`src/rtl/fwd_pkg.sv`:
```
// fwd_pkg: forwarding select codes and MDU scoreboard state encoding
package fwd_pkg;
    localparam logic [1:0] FWD_RF     = 2'b00;
    localparam logic [1:0] FWD_MEM_WB = 2'b01;
    localparam logic [1:0] FWD_EX_MEM = 2'b10;
    typedef enum logic {RUN = 1'b0, BUSY = 1'b1} mdu_state_t;
endpackage

```
`src/rtl/fwd_hazard_unit_mdu_scoreboard.sv`:
```
// mdu_scoreboard: multi-cycle MDU busy counter with registered busy/done outputs
module mdu_scoreboard
    import fwd_pkg::*;
#(
    parameter int MDU_LAT = 32
) (
    input  logic clk,
    input  logic rst,
    input  logic i_start,
    output logic o_busy,
    output logic o_done
);
    localparam int CW = $clog2(MDU_LAT + 1);
    localparam logic [CW-1:0] ONE = CW'(1);
    localparam logic [CW-1:0] TWO = CW'(2);
    mdu_state_t r_state;
    logic [CW-1:0] r_cnt;
    logic r_busy;
    logic r_done;
    // a start (re)loads the full latency; done is raised for the cycle where the count is 1
    always_ff @(posedge clk) begin
        if (rst) begin
            r_state <= RUN;
            r_cnt   <= '0;
            r_busy  <= 1'b0;
            r_done  <= 1'b0;
        end else if (i_start) begin
            r_state <= BUSY;
            r_cnt   <= CW'(MDU_LAT);
            r_busy  <= 1'b1;
            r_done  <= (MDU_LAT == 1);
        end else if (r_state == BUSY) begin
            r_cnt   <= r_cnt - ONE;
            r_state <= (r_cnt == ONE) ? RUN : BUSY;
            r_busy  <= (r_cnt != ONE);
            r_done  <= (r_cnt == TWO);
        end
    end
    // the ID-stage stall must prevent a second MDU op while one is in flight
    assert property (@(posedge clk) disable iff (rst) !(i_start && r_state == BUSY));
    assign o_busy = r_busy;
    assign o_done = r_done;
endmodule

```
`src/rtl/fwd_hazard_unit.sv`:
```
// fwd_hazard_unit: operand forwarding, load-use and MDU stall control (optional stats: FWD_HAZARD_STATS_EN)
module fwd_hazard_unit
    import fwd_pkg::*;
#(
    parameter int REG_AW  = 5,
    parameter int NUM_SRC = 2,
    parameter int MDU_LAT = 32
) (
    input  logic                      clk,
    input  logic                      rst,
    input  logic [NUM_SRC*REG_AW-1:0] id_src_addr,
    input  logic [NUM_SRC-1:0]        id_src_use,
    input  logic                      id_hilo_use,
    input  logic [NUM_SRC*REG_AW-1:0] ex_src_addr,
    input  logic [NUM_SRC-1:0]        ex_src_use,
    input  logic                      id_ex_memread,
    input  logic [REG_AW-1:0]         id_ex_dst,
    input  logic                      mdu_start,
    input  logic                      ex_mem_regwrite,
    input  logic [REG_AW-1:0]         ex_mem_dst,
    input  logic                      mem_wb_regwrite,
    input  logic [REG_AW-1:0]         mem_wb_dst,
    output logic [2*NUM_SRC-1:0]      fwd_sel,
    output logic                      stall_pc,
    output logic                      stall_ifid,
    output logic                      bubble_idex,
    output logic                      mdu_busy,
    output logic                      mdu_done
`ifdef FWD_HAZARD_STATS_EN
    ,
    output logic [31:0]               stat_stall_cycles,
    output logic [31:0]               stat_fwd_events
`endif
);
    logic [2*NUM_SRC-1:0] w_fwd;
    logic [NUM_SRC-1:0]   w_ex_hit;
    logic [NUM_SRC-1:0]   w_wb_hit;
    logic [NUM_SRC-1:0]   w_lu_hit;
    logic                 w_lu;
    logic                 w_ms;
    logic                 w_busy;
    logic                 w_done;
    logic                 w_stall;

    for (genvar g = 0; g < NUM_SRC; g++) begin : g_src
        assign w_ex_hit[g] = ex_src_use[g] && ex_mem_regwrite && ex_mem_dst != '0
                             && ex_mem_dst == ex_src_addr[g*REG_AW +: REG_AW];
        assign w_wb_hit[g] = ex_src_use[g] && mem_wb_regwrite && mem_wb_dst != '0
                             && mem_wb_dst == ex_src_addr[g*REG_AW +: REG_AW];
        assign w_fwd[2*g +: 2] = w_ex_hit[g] ? FWD_EX_MEM : w_wb_hit[g] ? FWD_MEM_WB : FWD_RF;
        assign w_lu_hit[g] = id_src_use[g] && id_src_addr[g*REG_AW +: REG_AW] == id_ex_dst;
    end

    mdu_scoreboard #(.MDU_LAT(MDU_LAT)) u_mdu (
        .clk     (clk),
        .rst     (rst),
        .i_start (mdu_start),
        .o_busy  (w_busy),
        .o_done  (w_done)
    );

    assign w_lu    = id_ex_memread && id_ex_dst != '0 && |w_lu_hit;
    assign w_ms    = id_hilo_use && (w_busy || mdu_start);
    assign w_stall = !rst && (w_lu || w_ms);

    assign fwd_sel     = rst ? '0 : w_fwd;
    assign stall_pc    = w_stall;
    assign stall_ifid  = w_stall;
    assign bubble_idex = w_stall;
    assign mdu_busy    = !rst && w_busy;
    assign mdu_done    = !rst && w_done;

`ifdef FWD_HAZARD_STATS_EN
    logic [31:0] r_stall_cycles;
    logic [31:0] r_fwd_events;
    // saturating event counters for stall cycles and forwarded cycles
    always_ff @(posedge clk) begin
        if (rst) begin
            r_stall_cycles <= '0;
            r_fwd_events   <= '0;
        end else begin
            if (w_stall && r_stall_cycles != '1) r_stall_cycles <= r_stall_cycles + 32'd1;
            if (|w_fwd && r_fwd_events != '1) r_fwd_events <= r_fwd_events + 32'd1;
        end
    end
    assign stat_stall_cycles = r_stall_cycles;
    assign stat_fwd_events   = r_fwd_events;
`endif
endmodule

```
`config.mk`:
```
export PLATFORM = sky130hd
export DESIGN_NAME = fwd_hazard_unit
export DESIGN_NICKNAME = d
export VERILOG_FILES = /design/src/rtl/fwd_pkg.sv /design/src/rtl/fwd_hazard_unit_mdu_scoreboard.sv /design/src/rtl/fwd_hazard_unit.sv
export SDC_FILE = /design/constraint.sdc
export NUM_CORES = 1
export LEC_CHECK = 0
export ABC_CLOCK_PERIOD_IN_PS = 2350
export CORE_AREA = 3 3 78 43
export DETAILED_ROUTE_END_ITERATION = 7
export DIE_AREA = 0 0 81 46
export PLACE_DENSITY = 0.74
export SYNTH_ARGS = -nofsm -noshare
export SYNTH_HDL_FRONTEND = slang
export SYNTH_SLANG_ARGS = --single-unit
```
`constraint.sdc`:
```
create_clock -name clk -period 2.35 [get_ports clk]
set_input_delay 0.705 -clock clk [delete_from_list [all_inputs] [get_ports clk]]
set_output_delay 0.705 -clock clk [all_outputs]
set_load 0.1 [all_outputs]
```
### Word level (Yosys, flattened, before mapping)

Index checks and enable logic that the tools add are counted.

| storage, ports and cells | value |
|---|---|
| flip-flop bits (word level) | 9 |
| output and inout bits | 9 |

| cells by class | value |
|---|---|
| $add $sub $neg | 1 |
| eq/ne operators | 9 |
| multiplexer cells | 12 |
| reductions and logical operators | 29 |

Operator list:

| kind | count |
|---|---|
| 5-bit == test | 6 |
| 1-bit logical AND | 20 |
| 5-bit nonzero test | 3 |
| 6-bit two-way mux | 2 |
| 1-bit two-way mux | 7 |
| 6-bit by 1-bit == test with 1-bit output, second input constant | 1 |
| 6-bit by 2-bit == test with 1-bit output, second input constant | 1 |
| 6-bit by 1-bit != test with 1-bit output, second input constant | 1 |
| 6-bit by 1-bit subtractor with 6-bit output, second input constant | 1 |
| 2-bit two-way mux | 2 |
| 4-bit two-way mux | 1 |
| 2-bit OR reduction | 2 |
| 1-bit logical OR | 2 |
| 2-bit nonzero test | 1 |
| 1-bit zero test | 1 |

### Longest topological paths before layout

Gate-level depths: netlist of the first run.

| depth | value |
|---|---|
| depth after elaboration | 6 |
| gate-level depth with buffers | 6 |
| mapped depth without buffers | 6 |

### Hierarchy

Synthesis of the first run repeated with hierarchy kept, for this count alone.

| second synthesis, totals | value |
|---|---|
| cell total of the unflattened synthesis | 107 |
| area total of the unflattened synthesis | 915.9 um^2 |

By module, submodules not included:

| module | times used | cells an instance | area each (um^2) |
|---|---|---|---|
| fwd_hazard_unit | 1 | 63 | 483.0 |
| mdu_scoreboard | 1 | 44 | 432.9 |

### Worst setup path after synthesis of the first run

No wires, ideal clock.

| timing | value |
|---|---|
| kind | input to output |
| start point | input ex_src_addr[5] |
| end point | output fwd_sel[3] |
| data arrival time | 3.864 ns |
| required time | 1.645 ns |
| setup slack | -2.219 ns |
| stages | 3 |
| buffers on the path | 0 |
| cell sequence | xnor2_1 > nand4_1 > nor4_1 |

| between the ends | value |
|---|---|
| cells in the longest elaborated chain, start to end | 4 |

Ends and longest elaborated chain:

| what | line | text |
|---|---|---|
| start, declared | fwd_hazard_unit.sv:14 | `input logic [NUM_SRC*REG_AW-1:0] ex_src_addr,` |
| 5-bit == test | fwd_hazard_unit.sv:47 | `&& ex_mem_dst == ex_src_addr[g*REG_AW +: REG_AW];` |
| 1-bit logical AND | fwd_hazard_unit.sv:47 |  |
| 2-bit two-way mux | fwd_hazard_unit.sv:50 | `assign w_fwd[2*g +: 2] = w_ex_hit[g] ? FWD_EX_MEM : w_wb_hit[g] ? FWD_MEM_WB : FWD_RF;` |
| 4-bit two-way mux | fwd_hazard_unit.sv:66 | `assign fwd_sel = rst ? '0 : w_fwd;` |
| end, declared | fwd_hazard_unit.sv:23 | `output logic [2*NUM_SRC-1:0] fwd_sel,` |

Every way passes these cells.

### Worst setup path after layout of the first run

| timing | value |
|---|---|
| start point | input ex_mem_dst[3] |
| end point | output fwd_sel[2] |

| between the ends | value |
|---|---|
| cells in the longest elaborated chain, start to end | 5 |
| elaborated cells between the ends (all ways) | 6 |
| classes of those cells | 1 x eq/ne; 2 x mux; 3 x reduce/logical |

Ends and longest elaborated chain:

| what | line | text |
|---|---|---|
| start, declared | fwd_hazard_unit.sv:20 | `input logic [REG_AW-1:0] ex_mem_dst,` |
| 5-bit nonzero test | fwd_hazard_unit.sv:46 | `assign w_ex_hit[g] = ex_src_use[g] && ex_mem_regwrite && ex_mem_dst != '0` |
| 1-bit logical AND | fwd_hazard_unit.sv:46 |  |
| 1-bit logical AND * | fwd_hazard_unit.sv:47 |  |
| 2-bit two-way mux * | fwd_hazard_unit.sv:50 |  |
| 4-bit two-way mux * | fwd_hazard_unit.sv:66 |  |

Every way passes the cells marked *; elsewhere a longest branch is shown, timed or not.

==> metrics.yaml, run 1 <==
grt:
  use_met2_pct: 31.8
  grt_usage_pct: 16.4
  antenna_found_initial: 0
  grt_max_degree: 10
  grt_overflow: 0
  gr-usage-met1_pct: 19.9
  met3_usage_pct: 2.77
  grt_pass1_vias: 1092
  grt_pass1_wl_mm: 4.81
  top_usage_layer: "met2"
synth:
  synth_area_um2: 882
  synth_seq_area_share_pct: 20.4
  yosys-top-cells-area: "xnor2_1 25%, dfxtp_1 20%, xor2_1 9.9%"
  synth_edf_count: 0
  yosys.area.top_type: "xnor2_1"
  yosysMostFrequentCell: "xnor2_1"
  ys_types: 29
  synth_seq_cells: 9
  async_flop_share_pct: 0
  synth_top_area_share_pct: 24.8
  synthFlopType: "dfxtp_1"
  synth_nets: 157
  syn_area_per_cell_um2: 8.17
  synth_warnings: 0
  synth_common_cells: "25 x xnor2_1, 10 x xor2_1, 9 x dfxtp_1, 9 x nor2_1, 7 x nand2_1"
  synthCells: 108
cells_and_area:
  insertedDiodeCount: 0
  drive_gt1_share_pct: 42.9
  utilization_pct: 71.7
  finish.net_count: 234
  fill_cells: 199
  area_delta_synth_final_pct: 114
timing:
  layout_setup_ws_ps: -377
  worst_pin_slew_ps: 377
  finalHoldViolCount: 0
  finClkSkew_ps: 3.96
  setup_viol: 7
  period_needed_ps: 2730
  drv_slew: 0
  max_clock_freq_ghz: 0.367
  max_slew_margin_pct: 74.6
  rsz0062_at_grt: "yes"
  finalCritPeriodShare_pct: 116
  holdWs_ps: 477
floorplan:
  pin_count: 55
  die-width_um: 81
  dieArea_um2: 3730
  num_rows: 13
  die_h_um: 46
  start_util_pct: 33.5
  core-area_um2: 2640
clock_tree:
  cts_hold_buf: 0
  htreeDepth: 1
  cts.sinks: 9
  cts_buffer_depth: 2
  clock-root-buffer: "clkbuf_8"
  numCtsBuffers: 3
  clkTransAtPathRegs_ps: 40
  cts_tree: "done"
  clk_latency_ps: 230
hold_path:
  min_path_cells: 2
  hp-class: "reg2reg"
  hp-start: "u_mdu.o_done"
  hold-path-endpoint: "u_mdu.o_done"
placement:
  gp_congestion: 0.756
  pre_cts_ws_ps: -763
  hpwl_mm: 2.37
  io_buffers: 54
pwr:
  leakage_nw: 0.761
  p_per_area_nw_per_um2: 344
  power_uw: 650
  ir_drop_mv: 0.286
detailed_routing:
  wl_per_cell_um: 12.9
  detail-route-antenna-nets: 0
  first_pass_iters: 6
  drt-total-wl_mm: 2.86
  drtIter0Drc: 10
  via_per_inst: 4.60
  vias: 1017
  remaining_drc_errors: 0
worst_setup_path:
  crit_type: "in2out"
  rrSetupSlack_ps: 1060
  critPathRequiredTime_ps: 1640
  start_kind: "input pin"
  ff2ff_path_depth: 4
  rr_endpoint: "u_mdu.r_cnt[5]"
  endpoint_kind: "output port"
  cp.arrival_ps: 2020
  crit_fanout: 3
  worstReg2RegStart: "u_mdu.r_state"
status:
  status: "finished with violations"
  violations: "setup timing"
job:
  max_cap_viol_count: 0
==> power by group <==
group,internal [mW],total [mW],switching (mW)
registers,0.163,0.173,0.0103
clock network,0.118,0.175,0.0576
logic,0.159,0.302,0.143
==> layer usage <==
layer  wire [um]  share of wire (%)
met4           0                  0
met2        1400                 49
met3         177                6.2
met1        1280                 45
met5           0                  0
==> worst max-delay path, cell delays in order <==
cell	delay (ps)
buf_6	90
or4_4	530
o21ai_4	210
nor3_4	80
nor3_4	200
buf_12	200
==> cell usage in the layout, fill, tap and decap left out, drive strengths merged <==
cell,instances
a211oi,1
nor3,5
nor4,5
inv,4
nor4b,1
nand2b,1
o21ai,4
clkdlybuf4s50,8
or4,3
clkdlybuf4s15,10
nand2,7
o2bb2ai,1
a21oi,3
o32ai,1
nand4,4
nor2b,2
dfxtp,9
or2,1
nor2,9
xor2,10
ha,3
xnor2,25
clkbuf,5
nand3,3
o22ai,1
buf,45
dlygate4sd2,13
==> final cells by class <==
cell class | instances | area, um^2 | area share [%]
inverter | 4 | 15.0 | 0.794
clock buffer | 4 | 45.0 | 2.38
tap | 37 | 46.3 | 2.45
sequential | 9 | 180 | 9.53
timing repair buffer | 77 | 767 | 40.6
multi-input combinational | 90 | 837 | 44.3
==> state kept, by name, indices dropped and copies added (netlist names) <==
register and cells:
u_mdu.o_busy 1, u_mdu.o_done 1, u_mdu.r_cnt 6, u_mdu.r_state 1
==> worst max path at each step <==
| stage | start | endpoint | slack (ps) |
|---|---|---|---|
| 4_1_cts | ex_mem_dst[3] | fwd_sel[2] | -370 |
| 3_3_place_gp | ex_mem_dst[1] | fwd_sel[2] | -740 |
| 6_report | ex_mem_dst[3] | fwd_sel[2] | -380 |
| 2_1_floorplan | ex_mem_dst[0] | fwd_sel[0] | -680 |
| 3_5_place_dp | ex_mem_dst[1] | fwd_sel[0] | -760 |
| 5_1_grt | ex_mem_dst[3] | fwd_sel[2] | -420 |
==> kinds of logic after synthesis <==
kind of cell	synth area share, %
AO/OA/AOI/OAI	8.79
XOR/XNOR	34.8
adder cells (fa/ha/maj)	4.26
buffers and inverters	4.82
flip-flops	20.4
AND/OR/NAND/NOR	26.9
==> metrics by stage <==
| step | std cells | setup TNS (ps) | cell area, um^2 |
|---|---|---|---|
| 2_1_floorplan | 108 | -2990 | 1010 |
| 3_3_place_gp | 215 | -4830 | 1810 |
| 3_5_place_dp | 215 | -5000 | 1810 |
| 4_1_cts | 221 | -2110 | 1880 |
| 5_1_grt | 221 | -2310 | 1890 |
| 6_report | 221 | -2090 | 1890 |
==> repair_timing <==
item,in CTS,in global routing
setup buffers,2,0
cloned,0,0
hold endpoints to repair,0,0
gates resized for setup,102,8
pin swaps,33,17
endpoints found under the setup margin,9,7
Note: power is estimated with default switching activity, not from simulation.
==> run 2, diff against run 1 <==
- CAP_MARGIN: not set -> 10
- TNS_END_PERCENT: not set -> 20
==> metrics.yaml, run 2 (synthesized netlist as in run 1, its figures left out) <==
clock_tree:
  cts.sinks: 9
  clock-root-buffer: "clkbuf_8"
  htreeDepth: 1
  cts_hold_buf: 0
  cts_buffer_depth: 2
  clk_latency_ps: 240
  numCtsBuffers: 3
  cts_tree: "done"
  clkTransAtPathRegs_ps: 40
timing:
  finalCritPeriodShare_pct: 119
  period_needed_ps: 2790
  drv_slew: 0
  rsz0062_at_grt: "yes"
  setup_viol: 7
  holdWs_ps: 471
  worst_pin_slew_ps: 339
  tns_ps: -2260
  finalHoldViolCount: 0
  layout_setup_ws_ps: -436
  max_slew_margin_pct: 77.2
  max_clock_freq_ghz: 0.359
  finClkSkew_ps: 3.50
worst_setup_path:
  critPathRequiredTime_ps: 1640
  ff2ff_path_depth: 4
  cp.arrival_ps: 2080
  path_depth: 6
  rrSetupSlack_ps: 1060
  endpoint_kind: "output port"
  crit_type: "in2out"
  crit_family: "simple AND/OR/NAND/NOR gates"
  crit_path_max_incr_delay_ps: 540
  path_cells: "buf_6 > or4_4 > o21ai_4 > nor3_4 > nor3_4 > buf_12"
  start_kind: "input pin"
  crit_fanout: 3
  cp_num_buf_inv: 2
  crit_path_top_delay_cell: "or4_4"
  cp_common_cell: "nor3_4"
grt:
  antenna_found_initial: 0
  grt_usage_pct: 20.0
  grt_pass1_vias: 1196
  grt_max_degree: 10
  grt_overflow: 0
  grt_pass1_wl_mm: 5.35
floorplan:
  die-width_um: 81
  num_rows: 13
  dieArea_um2: 3730
  core-area_um2: 2640
  start_util_pct: 33.5
  die_h_um: 46
  pin_count: 55
cells_and_area:
  fin_area_um2: 1910
  largest_reg_flops: 6
  fin_cells: 226
  top_register: "u_mdu.r_cnt"
  insertedDiodeCount: 0
  utilization_pct: 72.5
  final_common_cell: "buf_4"
  layout_common_cells: "25 x buf_4, 20 x xnor2_1, 16 x dlygate4sd2_1"
  drive_gt1_share_pct: 41.3
  finish.net_count: 239
  area_delta_synth_final_pct: 116
detailed_routing:
  drtIter0Drc: 6
  via_per_inst: 4.82
  wl_per_cell_um: 15.2
  detail-route-antenna-nets: 0
  remaining_drc_errors: 0
  first_pass_iters: 4
  vias: 1089
  drt-total-wl_mm: 3.44
pwr:
  pwr-share-clk_pct: 27.4
  power_uw: 659
  leakage_nw: 0.792
  ir_drop_mv: 0.235
  p_per_area_nw_per_um2: 345
  switching_share_pct: 33.2
  p_int_uw: 440
  comb_power_share_pct: 46.4
  switchingPower_uw: 219
  seqPwrFrac_pct: 26.2
hold_path:
  min_path_cells: 2
  hp-class: "reg2reg"
job:
  max_cap_viol_count: 0
placement:
  dp.cells: 218
  gp_congestion: 0.865
  pre_cts_ws_ps: -684
  hpwl_mm: 2.73
  dpl_cell_area_um2: 1770
  io_buffers: 54
status:
  status: "finished with violations"
  violations: "setup timing"
run 2: cell types whose count changed in the layout (fill, tap and decap cells not counted), sizes merged:
cell           previous run  this run
buf                      45        44
clkbuf                    5         8
clkdlybuf4s15            10         8
dlygate4sd2              13        16
dlymetal6s2s              0         2
run 2: cell type report:
type	instances	area [um^2]
inverters	4	15.0
multi-input cells	90	817
fillers	176	726
flip-flops and latches	9	180
well taps	37	46.3
clock buffers	4	45.0
repair buffers	82	806
run 2: repair_timing:
item | CTS | global route
gates resized for setup | 86 | 14
setup buffers | 4 | 0
setup endpoints to repair | 9 | 7
pin swaps | 29 | 13
run 2: routing by layer:
metal  vias up  track usage (%)  wire, um
met5         -                0         0
met4         0             13.8       130
met3        15             5.73       193
met2        38             41.8      1930
met1       507             16.6      1190
li1        529                -         -
run 2: path summary, 6_finish.rpt:
path,startpoint,to
hold reg to reg,u_mdu.o_done,u_mdu.o_done
setup reg to reg,u_mdu.r_state,u_mdu.r_cnt[5]
hold / removal,u_mdu.o_done,u_mdu.o_done
setup / recovery,ex_mem_dst[2],fwd_sel[2]
run 2: tightest hold or removal path: cells and delay by family (launching register included):
| kind | cells | cell delay, ps |
|---|---|---|
| flip-flops | 1 | 300 |
| AND/OR/NAND/NOR | 1 | 60 |
| AO/OA/AOI/OAI | 1 | 50 |
run 2: power by group through the flow:
stage | registers (mW) | clock network (mW) | logic [mW]
after floorplan | 0.171 | 0 | 0.139
after global placement | 0.175 | 0 | 0.288
after detailed placement | 0.175 | 0 | 0.295
after CTS | 0.173 | 0.185 | 0.302
after global routing | 0.174 | 0.193 | 0.327
final | 0.173 | 0.181 | 0.306
